$ cat src/rtl/mdu_pkg.sv
// Shared definitions for the iterative multiply/divide unit.
package mdu_pkg;

  localparam int unsigned MDU_XLEN  = 32;
  localparam int unsigned MDU_ITER  = 32;
  localparam int unsigned MDU_CNT_W = 5;

  localparam logic [1:0] MDU_MULTU = 2'b00;
  localparam logic [1:0] MDU_MULT  = 2'b01;
  localparam logic [1:0] MDU_DIVU  = 2'b10;
  localparam logic [1:0] MDU_DIV   = 2'b11;

  typedef enum logic [1:0] {
    S_IDLE,
    S_RUN,
    S_FIX
  } state_t;

  // Magnitude of v when it is to be treated as signed, v unchanged otherwise.
  function automatic logic [MDU_XLEN-1:0] mdu_abs(input logic [MDU_XLEN-1:0] v,
                                                  input logic sgn);
    return (sgn && v[MDU_XLEN-1]) ? -v : v;
  endfunction

endpackage

$ cat src/rtl/mdu_addsub.sv
// Adder/subtractor shared by the multiply add step and the divide trial subtract.
module mdu_addsub #(
  parameter int unsigned W = 33
) (
  input  logic [W-1:0] a,
  input  logic [W-1:0] b,
  input  logic         sub,
  output logic [W-1:0] sum,
  output logic         carry
);

  logic [W-1:0] b_eff;

  assign b_eff = sub ? ~b : b;
  // For subtract, carry=1 means a >= b (no borrow).
  assign {carry, sum} = {1'b0, a} + {1'b0, b_eff} + {{W{1'b0}}, sub};

endmodule

$ cat src/rtl/mdu_sequencer.sv
// EX-stage multiply/divide sequencer: 32-step shift-add / restoring divide, owns HI/LO.
module mdu_sequencer
  import mdu_pkg::*;
#(
  parameter int unsigned XLEN  = MDU_XLEN,
  parameter int unsigned ITER  = MDU_ITER,
  parameter int unsigned CNT_W = MDU_CNT_W
) (
  input  logic            clk,
  input  logic            rst_n,
  input  logic            start,
  input  logic [1:0]      op,
  input  logic [XLEN-1:0] rsData,
  input  logic [XLEN-1:0] rtData,
  input  logic            writeHi,
  input  logic            writeLo,
  input  logic [XLEN-1:0] wrData,
  input  logic            readHiLo,
  input  logic            flush,
  output logic            busy,
  output logic            stall,
  output logic            done,
  output logic [XLEN-1:0] hi,
  output logic [XLEN-1:0] lo
);

  state_t              state;
  logic [CNT_W-1:0]    cnt;
  logic [2*XLEN-1:0]   acc;      // MUL: {product_hi, product_lo/multiplier}; DIV: {rem, quo}
  logic [XLEN-1:0]     opd;      // multiplicand or divisor magnitude
  logic [XLEN-1:0]     rs_raw;
  logic                is_div;
  logic                neg_res;
  logic                neg_rem;
  logic                div0;

  logic                op_div;
  logic                op_sgn;
  logic [XLEN:0]       as_a;
  logic [XLEN:0]       as_b;
  logic [XLEN:0]       as_sum;
  logic                as_carry;
  logic [2*XLEN-1:0]   acc_nxt;
  logic [XLEN-1:0]     res_hi;
  logic [XLEN-1:0]     res_lo;

  assign op_div = (op == MDU_DIVU) || (op == MDU_DIV);
  assign op_sgn = (op == MDU_MULT) || (op == MDU_DIV);

  assign busy  = (state != S_IDLE);
  assign stall = busy & (start | readHiLo | writeHi | writeLo);

  // DIV feeds the shifted remainder (33 bits incl. the bit shifted out of acc).
  assign as_a = is_div ? acc[2*XLEN-1:XLEN-1] : {1'b0, acc[2*XLEN-1:XLEN]};
  assign as_b = {1'b0, opd};

  mdu_addsub #(.W(XLEN + 1)) u_addsub (
    .a     (as_a),
    .b     (as_b),
    .sub   (is_div),
    .sum   (as_sum),
    .carry (as_carry)
  );

  always_comb begin
    acc_nxt = acc;
    if (is_div) begin
      if (as_carry) acc_nxt = {as_sum[XLEN-1:0], acc[XLEN-2:0], 1'b1};
      else          acc_nxt = {acc[2*XLEN-2:0], 1'b0};
    end else begin
      if (acc[0]) acc_nxt = {as_sum, acc[XLEN-1:1]};
      else        acc_nxt = {1'b0, acc[2*XLEN-1:1]};
    end
  end

  always_comb begin
    res_hi = acc[2*XLEN-1:XLEN];
    res_lo = acc[XLEN-1:0];
    if (div0) begin
      res_hi = rs_raw;
      res_lo = '1;
    end else if (is_div) begin
      if (neg_res) res_lo = -acc[XLEN-1:0];
      if (neg_rem) res_hi = -acc[2*XLEN-1:XLEN];
    end else if (neg_res) begin
      {res_hi, res_lo} = -acc;
    end
  end

  always_ff @(posedge clk or negedge rst_n) begin
    if (!rst_n) begin
      state   <= S_IDLE;
      cnt     <= '0;
      acc     <= '0;
      opd     <= '0;
      rs_raw  <= '0;
      is_div  <= 1'b0;
      neg_res <= 1'b0;
      neg_rem <= 1'b0;
      div0    <= 1'b0;
      done    <= 1'b0;
      hi      <= '0;
      lo      <= '0;
    end else begin
      done <= 1'b0;
      case (state)
        S_IDLE: begin
          if (flush) begin
            state <= S_IDLE;
          end else if (start) begin
            is_div  <= op_div;
            neg_res <= op_sgn & (rsData[XLEN-1] ^ rtData[XLEN-1]);
            neg_rem <= op_sgn & rsData[XLEN-1];
            div0    <= op_div & (rtData == '0);
            rs_raw  <= rsData;
            opd     <= op_div ? mdu_abs(rtData, op_sgn) : mdu_abs(rsData, op_sgn);
            acc     <= {{XLEN{1'b0}}, op_div ? mdu_abs(rsData, op_sgn) : mdu_abs(rtData, op_sgn)};
            cnt     <= '0;
            state   <= S_RUN;
          end else begin
            if (writeHi) hi <= wrData;
            if (writeLo) lo <= wrData;
          end
        end
        S_RUN: begin
          if (flush) begin
            state <= S_IDLE;
          end else begin
            acc <= acc_nxt;
            cnt <= cnt + 1'b1;
            if (cnt == CNT_W'(ITER - 1)) state <= S_FIX;
          end
        end
        S_FIX: begin
          if (!flush) begin
            hi   <= res_hi;
            lo   <= res_lo;
            done <= 1'b1;
          end
          state <= S_IDLE;
        end
        default: state <= S_IDLE;
      endcase
    end
  end

endmodule
$ cat config.mk
export PLATFORM = sky130hd
export DESIGN_NAME = mdu_sequencer
export DESIGN_NICKNAME = d
export VERILOG_FILES = /design/src/rtl/mdu_pkg.sv /design/src/rtl/mdu_addsub.sv /design/src/rtl/mdu_sequencer.sv
export SDC_FILE = /design/constraint.sdc
export NUM_CORES = 1
export LEC_CHECK = 0
export CAP_MARGIN = 0
export CORE_MARGIN = 2
export CORE_UTILIZATION = 63
export DETAILED_ROUTE_END_ITERATION = 10
export PLACE_DENSITY = 0.88
export RECOVER_POWER = 50
export SLEW_MARGIN = 5
export SYNTH_ARGS = -nofsm -noshare
export SYNTH_HDL_FRONTEND = slang
export SYNTH_SLANG_ARGS = --single-unit
$ cat constraint.sdc
create_clock -name clk -period 10.6 [get_ports clk]
set_input_delay 2.12 -clock clk [delete_from_list [all_inputs] [get_ports clk]]
set_output_delay 2.12 -clock clk [all_outputs]
set_load 0.005 [all_outputs]
==> impl_metrics.json, run 1 <==
{
  "first_pass_drt_iterations": 5,
  "grt_setup_unrepaired": "false",
  "largest_fanout_on_the_critical_path": 45,
  "floorplan.initialDensity_pct": 63.86,
  "synth_top_cell_area_share_pct": 31.93,
  "clk_pin_slew_ns": 0.06,
  "yosysSeqAreaShare_pct": 31.93,
  "io-pin-count": 172,
  "synthCells": 2047,
  "post_synth_num_cell_types": 81,
  "status": "complete, but fails checks",
  "dp_cells": 2406,
  "final_total_negative_setup_slack_ns": 0,
  "synth.area.top_cells": "dfrtp_1, nand2_1, o21ai_0, a21oi_1, xor2_1",
  "synth_enable_flop_cells": 0,
  "violations": "max-capacitance violations, max-slew violations",
  "cts_max_path_buffers": 3,
  "final_antenna_net_count": 0,
  "max_slew_margin_pct": -98.62,
  "routed_via_density": 6.707,
  "worst_hold_path_cells": 2,
  "leakagePower_nw": 7.748,
  "total_clock_buffers_created_by_cts": 24,
  "seqPwrFrac_pct": 26.5,
  "fin_skew_ns": 0.01138,
  "drive_gt1_share_pct": 6.607,
  "yosys.cell_count.top_type": "nand2_1",
  "finalSetupViolations": 0,
  "reg2regPathDepth": 13,
  "tightest_slew_ns": 2.979,
  "asyncSetResetFlopFracSynth_pct": 100.0,
  "grt_antenna_before_repair": 0,
  "clock_sink_count": 204,
  "final_cells": 2449,
  "antenna_cells": 0,
  "grt_first_pass_wirelength_mm": 85.42,
  "fmax_mhz": 152.1,
  "first_global_vias": 15150,
  "finalCritPeriodShare_pct": 62.04,
  "cap_viol_max_count": 4,
  "syn_avg_cell_area_sq_um": 7.810,
  "grt_util_all_layers_pct": 41.46,
  "holdPathEnd": "lo[12]",
  "globalRoute.totalOverflow": 0,
  "floorplan.rows": 58,
  "synthFlopType": "dfrtp_1",
  "drc": 0,
  "swShare_pct": 47.55,
  "finalHoldViolations": 0,
  "wirelength_mm": 56.53,
  "place_congestion": 0.9919,
  "critical_path.startpoint_type": "flop",
  "synth_nets": 2190,
  "hold_buffers": 0,
  "finalCriticalPeriod_ns": 6.576,
  "reg2reg_to": "acc[47]",
  "vdd_ir_drop_max_mv": 0.2185,
  "post_layout_nets": 2245,
  "critPathKind": "flop to flop",
  "synth_commonest_cells": "nand2_1, o21ai_0, dfrtp_1",
  "ys_ff_latch": 204,
  "cts_root_buf": "clkbuf_16",
  "cp.arrival_ns": 6.99,
  "post-dp-hpwl_mm": 42.04,
  "cts_repair_resize_count": 0,
  "switching_power_w": 0.002529,
  "final_util_pct": 74.05,
  "grt_max_degree": 103,
  "die_height_um": 163.3,
  "post_drt_wl_per_cell_um": 23.08,
  "post_placement_setup_slack_ns": 4.924,
  "worstPathRequired_ns": 11.02,
  "power.share.clock_pct": 17.4,
  "internal_power_w": 0.002790,
  "post_cts_buffers": 0,
  "r2r_slack_ns": 4.02,
  "dr.first_iter.drc_count": 2153,
  "regToRegStartpoint": "is_div",
  "buffer_ports.inserted": 171,
  "yosysWarningCount": 0,
  "cts_tree": "done",
  "min_from": "lo[12]",
  "cts-htree-levels": 1,
  "die_w_um": 163.3,
  "postLayoutSetupSlackWorst_ns": 4.024,
  "core_area_sq_mm": 0.02504,
  "synth_top_area_cell": "dfrtp_1",
  "routed-via-count": 16426,
  "floorplan.die_area_sq_mm": 0.02667,
  "power.combinational.fraction_pct": 56.1,
  "crit_path_end_kind": "flop",
  "timing_max_transition_violations_final": 186,
  "area_delta_synth_final_pct": 15.96,
  "mappedNetlistArea_sq_mm": 0.01599,
  "clock_latency_ns": 0.53,
  "hold_class": "flop to flop",
  "power.density_cell_area_mw_per_mm2": 286.9
}
-- worst max-delay path: stages, from the launching register on --
cell and delay [ns]:
dfrtp_4 0.80, clkbuf_1 1.96, xor2_1 0.49, ha_1 0.52, nand2_1 0.13, o21ai_0 0.15, a31oi_1 0.23, o21ai_2 0.15
o31a_1 0.50, a21boi_2 0.20, buf_4 0.36, nand2_2 0.34, o22a_1 0.33, a32o_1 0.25
-- cell families after synthesis --
family	count (synthesis)	synth area share [%]
multiplexers	90	5.963
AO/OA/AOI/OAI	646	24.39
XOR/XNOR	181	9.915
adder cells (fa/ha/maj)	38	3.021
AND/OR/NAND/NOR	694	20.07
buffers and inverters	194	4.703
flip-flops	204	31.93
-- cell type report --
class	instances	area, sq um
clock buffer	33	685.7
clock inverter	10	190.2
fill	1892	6497
inverter	30	112.6
multi-input combinational	1649	10170
sequential	204	5110
tap	330	412.9
timing repair buffer	193	1858
-- registers in the layout (all words and copies together), names as in the netlist --
name	count
hi	32
div0	1
neg_res	1
lo	32
cnt	5
acc	64
rs_raw	32
opd	32
neg_rem	1
done	1
is_div	1
state	2
-- worst max-delay path by stage --
stage	startpoint	endpoint	depth (start not counted)
final	is_div	acc[47]	13
after detailed placement	start	stall	3
after CTS	start	stall	3
after global placement	start	stall	3
after floorplan	writeHi	stall	1
after global routing	is_div	acc[47]	13
-- cells in the final DEF (no fill, tap or decap), drive strengths merged, types with 10 or more instances in the layout --
cell,instances
clkdlybuf4s50,164
o21ai,226
or4,22
mux2i,48
nand3,20
clkbuf,36
dfrtp,204
a211oi,19
ha,37
a21o,13
nor4,22
inv,29
a31oi,10
o41ai,18
a21oi,194
xor2,93
o22ai,40
nand4,14
xnor2,88
buf,21
o221ai,15
and3,17
nor3,39
o31ai,30
or3,28
nand2,315
nor2b,19
nor2,162
nand2b,13
mux2,42
-- metrics by stage --
stage | hold WS, ns | total power (W) | cell area, sq um
2_1_floorplan | 0.4453 | 0.003328 | 15990
3_3_place_gp | 0.4593 | 0.004210 | 17680
3_5_place_dp | 0.4642 | 0.004280 | 17680
4_1_cts | 0.4789 | 0.005218 | 18560
5_1_grt | 0.4962 | 0.005624 | 18540
6_report | 0.4793 | 0.005319 | 18540
-- power groups by stage --
stage / logic (W) / registers [W] / clock network [W]
2_1_floorplan: 0.00215 / 0.00118 / 0
3_3_place_gp: 0.00282 / 0.00139 / 0
3_5_place_dp: 0.00288 / 0.00140 / 0
4_1_cts: 0.00290 / 0.00139 / 0.000926
5_1_grt: 0.00323 / 0.00144 / 0.000955
6_report: 0.00298 / 0.00141 / 0.000923
-- metal layers --
layer  track usage (%)  share of wire, %  wire [um]
met5                 0                 0          0
met4             19.95               5.5       3101
met3             11.17                12       7006
met2             60.95                42      23850
met1             56.66                40      22580
Power figures use the tool's default switching activity.
==> run 2, diff against run 1 <==
--- a/config.mk
+++ b/config.mk
@@ -7,9 +7,9 @@
 export LEC_CHECK = 0
 export CAP_MARGIN = 0
 export CORE_MARGIN = 2
-export CORE_UTILIZATION = 63
+export CORE_UTILIZATION = 53
 export DETAILED_ROUTE_END_ITERATION = 10
-export PLACE_DENSITY = 0.88
+export PLACE_DENSITY = 0.79
 export RECOVER_POWER = 50
 export SLEW_MARGIN = 5
 export SYNTH_ARGS = -nofsm -noshare
==> constraint.sdc (replaced) <==
create_clock -name clk -period 5.9 [get_ports clk]
set_input_delay 1.18 -clock clk [delete_from_list [all_inputs] [get_ports clk]]
set_output_delay 1.18 -clock clk [all_outputs]
set_load 0.005 [all_outputs]
==> run 2 against run 1 <==
Sequential share of layout area hardly changed. Highest routed layer unchanged. Design area hardly changed. The run still ends with max-capacitance violations, max-slew violations left. First-iteration DRC count is 9.2% lower. Utilization is 12 points lower. Flip-flop and latch count stayed put. Sequential power is 86% higher. Worst setup slack worse by 2.7 ns. Non-clock buffer count is 4 lower. Critical path type unchanged. Clock-buffer cell count is 4 higher.
==> impl_metrics.json, run 2 (synthesized netlist as in run 1, its figures left out) <==
{
  "grt_util_all_layers_pct": 35.85,
  "multiInputGateArea_sq_mm": 0.01017,
  "fin_skew_ns": 0.01398,
  "grt_max_degree": 112,
  "status": "complete, but fails checks",
  "cap_viol_max_count": 1,
  "final_total_negative_setup_slack_ns": 0,
  "grt_antenna_before_repair": 1,
  "routed-via-count": 16238,
  "largest_fanout_on_the_critical_path": 75,
  "mostFrequentLayoutCells": "nand2_1, o21ai_0, dfrtp_1, a21oi_1, nor2_1",
  "clock_latency_ns": 0.53,
  "cts-htree-levels": 1,
  "io-pin-count": 172,
  "hold_class": "flop to flop",
  "total_clock_buffers_created_by_cts": 25,
  "worstPathRequired_ns": 6.33,
  "drc": 0,
  "crit_path_end_kind": "flop",
  "core_area_sq_mm": 0.02964,
  "cts_root_buf": "clkbuf_16",
  "critical_path.most_common_cell": "o21ai_0",
  "area_delta_synth_final_pct": 15.89,
  "leakagePower_nw": 7.739,
  "routed_via_density": 6.474,
  "buffer_ports.inserted": 171,
  "first_pass_drt_iterations": 6,
  "die_height_um": 177.7,
  "finalSetupViolations": 0,
  "fmax_mhz": 217.7,
  "critical_path.slowest_cell": "dfrtp_4",
  "critical_path.startpoint_type": "flop",
  "place_congestion": 0.9548,
  "max_slew_margin_pct": -90.73,
  "wirelength_mm": 57.51,
  "grt_first_pass_wirelength_mm": 87.41,
  "finalCriticalPeriod_ns": 4.594,
  "post_cts_buffers": 0,
  "first_global_vias": 15055,
  "cp.arrival_ns": 5.03,
  "finalCritPeriodShare_pct": 77.86,
  "power.density_cell_area_mw_per_mm2": 510.7,
  "tightest_slew_ns": 2.861,
  "vdd_ir_drop_max_mv": 0.2695,
  "largest_register_ffs": 64,
  "dr.first_iter.drc_count": 1956,
  "slowest_delay_ns": 1.10,
  "timing.critical_path.cells": "buf_12, mux2_2, ha_1, a21oi_1, o21ai_0, a31oi_1, o21ai_2, o31a_1, a21boi_2, buf_4, a2bb2o_1, o21ai_0",
  "max_flop_register": "acc",
  "register_area_sq_mm": 0.005110,
  "clk_pin_slew_ns": 0.06,
  "final_antenna_net_count": 0,
  "post_drt_wl_per_cell_um": 22.93,
  "layout.cells.most_common": "nand2_1",
  "timing_max_transition_violations_final": 112,
  "drive_gt1_share_pct": 6.478,
  "floorplan.initialDensity_pct": 53.94,
  "clock_sink_count": 204,
  "cts_repair_resize_count": 0,
  "die_w_um": 177.7,
  "cts_tree": "done",
  "post_layout_nets": 2242,
  "violations": "max-capacitance violations, max-slew violations",
  "n_fill_cell": 2674,
  "globalRoute.totalOverflow": 0,
  "post-dp-hpwl_mm": 43.49,
  "grt_setup_unrepaired": "false",
  "floorplan.die_area_sq_mm": 0.03157,
  "design_area_sq_mm": 0.01853,
  "critPathKind": "flop to flop",
  "floorplan.rows": 63,
  "finalHoldViolations": 0,
  "placement.cell_area_sq_mm": 0.01774,
  "hold_buffers": 0,
  "cts_max_path_buffers": 3
}
==> run 2: final timing paths <==
check                             from  slack (ns)  depth (start not counted)      end
worst min-delay path            hi[10]        0.47                          2   hi[10]
worst max-delay path            is_div        1.31                         12  acc[44]
worst min register to register  hi[10]        0.47                          2   hi[10]
min in group asynchronous        rst_n        1.50                          1   lo[11]
worst max register to register  is_div        1.31                         12  acc[44]
max in group asynchronous        rst_n        1.91                          2  acc[53]
==> run 2: power by group <==
| part | internal, W | total (W) | switching, W |
|---|---|---|---|
| sequential | 0.00183 | 0.00262 | 0.000784 |
| clock | 0.000913 | 0.00152 | 0.000604 |
| combinational | 0.00212 | 0.00533 | 0.00321 |
==> run 2: layer usage <==
layer	GRT usage, %	part of all wire [%]	up-vias	wire, um
li1	-	-	7440	-
met1	51.58	42	7718	24110
met2	52.50	43	952	24540
met3	7.498	11	128	6324
met4	14.07	4.4	0	2541
met5	0	0	-	0
==> run 2: metrics by stage <==
| stage | worst slack, ns | power (W) | util [%] | instances | hold slack [ns] |
|---|---|---|---|---|---|
| 2_1_floorplan | 1.475 | 0.005979 | - | 2047 | 0.4453 |
| 3_3_place_gp | 1.453 | 0.007719 | 59.87 | 2462 | 0.4600 |
| 3_5_place_dp | 1.384 | 0.007795 | 59.87 | 2462 | 0.4652 |
| 4_1_cts | 1.360 | 0.009327 | 62.55 | 2505 | 0.4790 |
| 5_1_grt | 1.073 | 0.01003 | 62.49 | 2505 | 0.4962 |
| 6_report | 1.306 | 0.009463 | 62.52 | 2508 | 0.4728 |
==> run 2: layout make-up <==
class                           count  share of cell area, %
Antenna cell                        3                0.04052
Clock buffer                       37                  3.836
Clock inverter                      6                 0.4524
Inverter                           30                 0.6077
Multi-Input combinational cell   1649                  54.90
Sequential cell                   204                  27.58
Tap cell                          390                  2.634
Timing Repair Buffer              189                  9.953
==> run 2: critical path: cells and delay by family (launching register included) <==
| kind | cells | cell delay (ns) |
|---|---|---|
| AO/OA/AOI/OAI | 8 | 1.88 |
| adder cells (fa/ha/maj) | 1 | 0.35 |
| flip-flops | 1 | 1.10 |
| buffers and inverters | 2 | 0.74 |
| multiplexers | 1 | 0.38 |
